===== src/rtl/trap_ctrl.sv =====
// Commit-stage trap controller: arbitrates exceptions, interrupts and mret,
// then holds a registered fetch redirect until the frontend acknowledges it.
module trap_ctrl #(
  parameter int ADDR = 32,
  parameter int DATA = 32,
  parameter int CODE = 5,
  parameter int NIRQ = 16
) (
  input  logic            clk,
  input  logic            reset,
  input  logic            commit_valid,
  input  logic [ADDR-1:0] commit_pc,
  input  logic            commit_exp,
  input  logic [CODE-1:0] commit_code,
  input  logic [DATA-1:0] commit_tval,
  input  logic            commit_mret,
  input  logic [NIRQ-1:0] irq_pend,
  input  logic [NIRQ-1:0] irq_en,
  input  logic            creg_gie,
  input  logic [DATA-1:0] creg_tvec,
  input  logic [DATA-1:0] creg_epc,
  input  logic            flush_ack,
  output logic            flush_req,
  output logic [ADDR-1:0] flush_pc,
  output logic            commit_stall,
  output logic            commit_kill,
  output logic            csr_trap_we,
  output logic            csr_ret_we,
  output logic [DATA-1:0] csr_epc,
  output logic [DATA-1:0] csr_cause,
  output logic [DATA-1:0] csr_tval
);

  typedef enum logic {IDLE, FLUSH} state_t;

  state_t          state, state_nxt;
  logic [NIRQ-1:0] act;
  logic [CODE-1:0] irq_idx;
  logic            irq_ok;
  logic            take_exp, take_irq, take_mret, take_trap;
  logic [ADDR-1:0] base;
  logic [ADDR-1:0] target_nxt;
  logic [DATA-1:0] cause_nxt;
  logic [DATA-1:0] tval_nxt;

  always_comb begin
    act     = irq_pend & irq_en;
    irq_idx = '0;
    // ascending scan so the highest set line is the one left standing
    for (int i = 0; i < NIRQ; i++) begin
      if (act[i]) irq_idx = CODE'(i);
    end
    irq_ok = creg_gie && (act != '0);
    base   = ADDR'({creg_tvec[DATA-1:2], 2'b00});

    take_exp  = (state == IDLE) && commit_valid && commit_exp;
    take_irq  = (state == IDLE) && commit_valid && !commit_exp && irq_ok;
    take_mret = (state == IDLE) && commit_valid && !commit_exp && !irq_ok && commit_mret;
    take_trap = take_exp || take_irq;

    target_nxt = base;
    cause_nxt  = '0;
    tval_nxt   = '0;
    if (take_irq) begin
      cause_nxt[DATA-1]   = 1'b1;
      cause_nxt[CODE-1:0] = irq_idx;
      if (creg_tvec[1:0] == 2'b01) target_nxt = base + (ADDR'(irq_idx) << 2);
    end else if (take_exp) begin
      cause_nxt[CODE-1:0] = commit_code;
      tval_nxt            = commit_tval;
    end
    if (take_mret) target_nxt = ADDR'(creg_epc) & ~ADDR'(1);

    commit_kill = !reset && (take_trap || take_mret);

    state_nxt = state;
    case (state)
      IDLE:    if (take_trap || take_mret) state_nxt = FLUSH;
      FLUSH:   if (flush_ack) state_nxt = IDLE;
      default: state_nxt = IDLE;
    endcase
  end

  always_ff @(posedge clk) begin
    if (reset) state <= IDLE;
    else       state <= state_nxt;
  end

  // redirect target and CSR data only change when an event is taken
  always_ff @(posedge clk) begin
    if (reset) begin
      flush_pc    <= '0;
      csr_trap_we <= 1'b0;
      csr_ret_we  <= 1'b0;
      csr_epc     <= '0;
      csr_cause   <= '0;
      csr_tval    <= '0;
    end else begin
      csr_trap_we <= take_trap;
      csr_ret_we  <= take_mret;
      if (take_trap || take_mret) flush_pc <= target_nxt;
      if (take_trap) begin
        csr_epc   <= DATA'(commit_pc);
        csr_cause <= cause_nxt;
        csr_tval  <= tval_nxt;
      end
    end
  end

  assign flush_req    = (state == FLUSH);
  assign commit_stall = (state != IDLE);

endmodule

===== config.mk =====
export PLATFORM = sky130hd
export DESIGN_NAME = trap_ctrl
export DESIGN_NICKNAME = d
export VERILOG_FILES = /design/src/rtl/trap_ctrl.sv
export SDC_FILE = /design/constraint.sdc
export NUM_CORES = 1
export LEC_CHECK = 0
export CORE_MARGIN = 2
export CORE_UTILIZATION = 34
export CTS_CLUSTER_DIAMETER = 120
export DETAILED_ROUTE_END_ITERATION = 6
export GPL_ROUTABILITY_DRIVEN = 0
export GPL_TIMING_DRIVEN = 0
export PLACE_DENSITY = 0.82
export SETUP_SLACK_MARGIN = 0.2
export SLEW_MARGIN = 30
export SYNTH_ARGS = -nofsm -noshare
export SYNTH_HDL_FRONTEND = slang
export SYNTH_SLANG_ARGS = --single-unit

===== constraint.sdc =====
create_clock -name clk -period 3.2 [get_ports clk]
set_clock_uncertainty 0.15 [all_clocks]
set_input_delay 0.48 -clock clk [delete_from_list [all_inputs] [get_ports clk]]
set_output_delay 0.48 -clock clk [all_outputs]
set_load 0.01 [all_outputs]

==> flow_summary.ini <==
[synth]
yosysTopAreaCell = sky130_fd_sc_hd__dfxtp_1
synth_cell_type_count = 55
synth-main-ff-cell = sky130_fd_sc_hd__dfxtp_1
synth_enable_flop_cells = 0
number_of_synthesized_register_bits = 104
synthMostInstantiatedCell = sky130_fd_sc_hd__nand2_1
yosysTopAreaCellShare_pct = 40.3
mappedNetlistArea_mm2 = 0.00516
number_of_instances_in_the_synthesized_netlist = 612
synth-seq-area-share_pct = 40.3
ys_async_sr_fraction_pct = 0
ys_top_cells_by_area = sky130_fd_sc_hd__dfxtp_1 40%, sky130_fd_sc_hd__nand2_1 9.2%, sky130_fd_sc_hd__a21oi_1 7.3%, sky130_fd_sc_hd__buf_4 4.8%, sky130_fd_sc_hd__xnor2_1 4.4%
yosysWarningCount = 0
syn_area_per_cell_um2 = 8.44
yosys-top-cells-count = 127 x sky130_fd_sc_hd__nand2_1, 104 x sky130_fd_sc_hd__dfxtp_1, 75 x sky130_fd_sc_hd__a21oi_1, 41 x sky130_fd_sc_hd__nand3_1, 33 x sky130_fd_sc_hd__buf_4

[detailed_routing]
wirelength_um = 18700
vias = 5707
via_per_inst = 5.07
drc = 0
drt.antenna.violating_nets = 0
drt_iter0_markers = 287
firstDrtPassIters = 5
detail_route.wl_per_cell_um = 16.7

[power]
p_clk_share_pct = 32.8
max-vdd-ir-drop_v = 0.000329
p_sw_mw = 0.936
cell_internal_pwr_mw = 2.45
report.power.total_mw = 3.39
areal_power_density_over_the_cells_mw_per_mm2 = 387
power.share.combinational_pct = 25.6
leakagePower_nw = 3.30
seqPwrFrac_pct = 41.6
net_sw_share_pct = 27.7

[clock_tree]
post_cts_hold_buffer_count = 0
clkSlewWorstSetupHoldPaths_ps = 80
cts.path.max_buffers = 2
clkSinkCount = 104
tritoncts.num_buffers = 9
tritoncts_clock_tree = yes
h-tree-depth = 3
cts_root_buf = sky130_fd_sc_hd__clkbuf_16
clk_latency_ps = 340

[sta]
rsz0062_at_grt = true
slew_headroom_pct = 49.3
report.final.hold_viol_count = 0
finalHoldWorstSlack_ps = 305
fin_setup_tns_ps = 0
setup_violations = 0
final_period_minus_worst_setup_slack_ps = 3070
fmax_mhz = 325
final-max-slew-violation-count = 0
layout_worst_path_cycle_share_pct = 96.0
tightest_slew_ps = 761

[outcome]
outcome = finished, final reports clean

[cells_and_area]
final_core_utilization_pct = 58.1
final_layout_size_suffix_gt1_share_pct = 14.4
area.growth.synth_to_final_pct = 69.2
final_cell_count_no_fill = 1125
final_nets = 1111
insertedDiodeCount = 0

[floorplanning]
core_area_mm2 = 0.0150
initial_utilization_pct = 34.4
fp-row-count = 45
ioPinCount = 305
die_area_mm2 = 0.0162
chipHeight_um = 127
die_span_x_um = 127

[critical_path]
critical_path.endpoint_type = flop
critPathLaunchType = input pin
cp.arrival_ps = 3140
critical_path_peak_fanout = 4
crit_required_ps = 3270
criticalPathCategory = input pin to flop

[global_routing]
grt.total_usage_pct = 22.2
gr-total-overflow = 0
via_count_of_the_first_global_routing_pass = 5450
grt_first_pass_wirelength_um = 28200
grt_max_degree = 17
antenna_violations_before_repair = 0

[placement]
place.port_buffers = 274
place_inst = 1100
dp_hpwl_um = 14500

[run]
max_cap_violations = 0

[hold_path]
hp-class = flop to flop
==> registers in the layout (all words and copies together) (netlist names) <==
| register | flops |
|---|---|
| csr_trap_we | 1 |
| csr_epc | 32 |
| csr_cause | 6 |
| csr_ret_we | 1 |
| csr_tval | 32 |
| flush_pc | 31 |
| commit_stall | 1 |
==> power groups by stage <==
stage / sequential [mW] / clock, mW / combinational (mW)
global route: 1.42 / 1.17 / 0.930
finish: 1.41 / 1.11 / 0.867
global placement: 1.44 / 0 / 0.835
CTS: 1.41 / 1.13 / 0.860
detailed placement: 1.44 / 0 / 0.845
floorplan: 1.47 / 0 / 0.331
==> stage by stage <==
| stage | area (um^2) | worst slack (ps) |
|---|---|---|
| global placement | 8270 | -751 |
| CTS | 8710 | 111 |
| floorplan | 5300 | 49.0 |
| global route | 8740 | 14.4 |
| detailed placement | 8270 | -793 |
| finish | 8740 | 128 |
==> worst paths after layout <==
kind	start	to	slack, ps	cells past startpoint
max	irq_en[12]	flush_pc[26]	130	15
min	csr_epc[21]	csr_epc[21]	300	2
max reg2reg	commit_stall	flush_pc[2]	690	6
min reg2reg	csr_epc[21]	csr_epc[21]	300	2
==> metal layers <==
metal  global-route usage (%)  up-vias  routed length, um
met3                     5.53       30               1520
met4                     8.21        0                436
li1                         -     2762                  -
met5                        0        -                  0
met1                     25.3     2677               7430
met2                     40.1      238               9370
==> cell type report <==
cell class / instances / area, um^2
clock buffers: 10 / 229
multi-input cells: 455 / 2860
repair buffers: 285 / 2810
inverters: 10 / 37.5
plain buffers: 69 / 429
fillers: 1343 / 6290
clock inverters: 4 / 55.1
flip-flops and latches: 104 / 2080
well taps: 188 / 235
==> worst max-delay path, stage by stage <==
cell                        delay (ps)
sky130_fd_sc_hd__buf_8             100
sky130_fd_sc_hd__a22o_4            250
sky130_fd_sc_hd__a31oi_4           170
sky130_fd_sc_hd__nand2_2            70
sky130_fd_sc_hd__o21ai_2           170
sky130_fd_sc_hd__ha_2              220
sky130_fd_sc_hd__inv_2              40
sky130_fd_sc_hd__fa_2              350
sky130_fd_sc_hd__or2b_1            260
sky130_fd_sc_hd__a21oi_4           200
sky130_fd_sc_hd__o2111ai_4         210
sky130_fd_sc_hd__clkbuf_16         260
sky130_fd_sc_hd__nor3_2            120
sky130_fd_sc_hd__xnor2_1           140
sky130_fd_sc_hd__o22ai_1            90
==> kinds of logic (layout without fill, tap and decap cells) <==
| group | Yosys count | count (layout) | share of synthesized area [%] |
|---|---|---|---|
| AO/OA/AOI/OAI | 165 | 165 | 22.9 |
| XOR/XNOR | 28 | 28 | 4.75 |
| other | 1 | 27 | 0.0726 |
| flip-flops | 104 | 104 | 40.3 |
| AND/OR/NAND/NOR | 227 | 227 | 21.1 |
| multiplexers | 3 | 3 | 0.654 |
| adder cells (fa/ha/maj) | 5 | 5 | 1.36 |
| buffers and inverters | 79 | 378 | 8.91 |
==> cells in the final DEF (no fill, tap or decap), types with 12 or more instances in the layout <==
| cell type | n |
|---|---|
| sky130_fd_sc_hd__clkdlybuf4s50_1 | 245 |
| sky130_fd_sc_hd__a21oi_1 | 74 |
| sky130_fd_sc_hd__buf_4 | 41 |
| sky130_fd_sc_hd__clkbuf_1 | 23 |
| sky130_fd_sc_hd__buf_2 | 12 |
| sky130_fd_sc_hd__nand2_1 | 124 |
| sky130_fd_sc_hd__dfxtp_1 | 104 |
| sky130_fd_sc_hd__xnor2_1 | 25 |
| sky130_fd_sc_hd__nand3_1 | 41 |
| sky130_fd_sc_hd__o22ai_1 | 20 |
| sky130_fd_sc_hd__nor2_1 | 21 |
| sky130_fd_sc_hd__dlygate4sd2_1 | 13 |
| sky130_fd_sc_hd__a22oi_1 | 24 |
| sky130_fd_sc_hd__conb_1 | 27 |
==> what timing repair did <==
item,CTS,global route
gates cloned,1,0
endpoints found under the setup margin,26,24
pin swaps,22,19
gates resized for setup,78,24
buffers inserted,9,1
(Power assumes the default switching activity.)
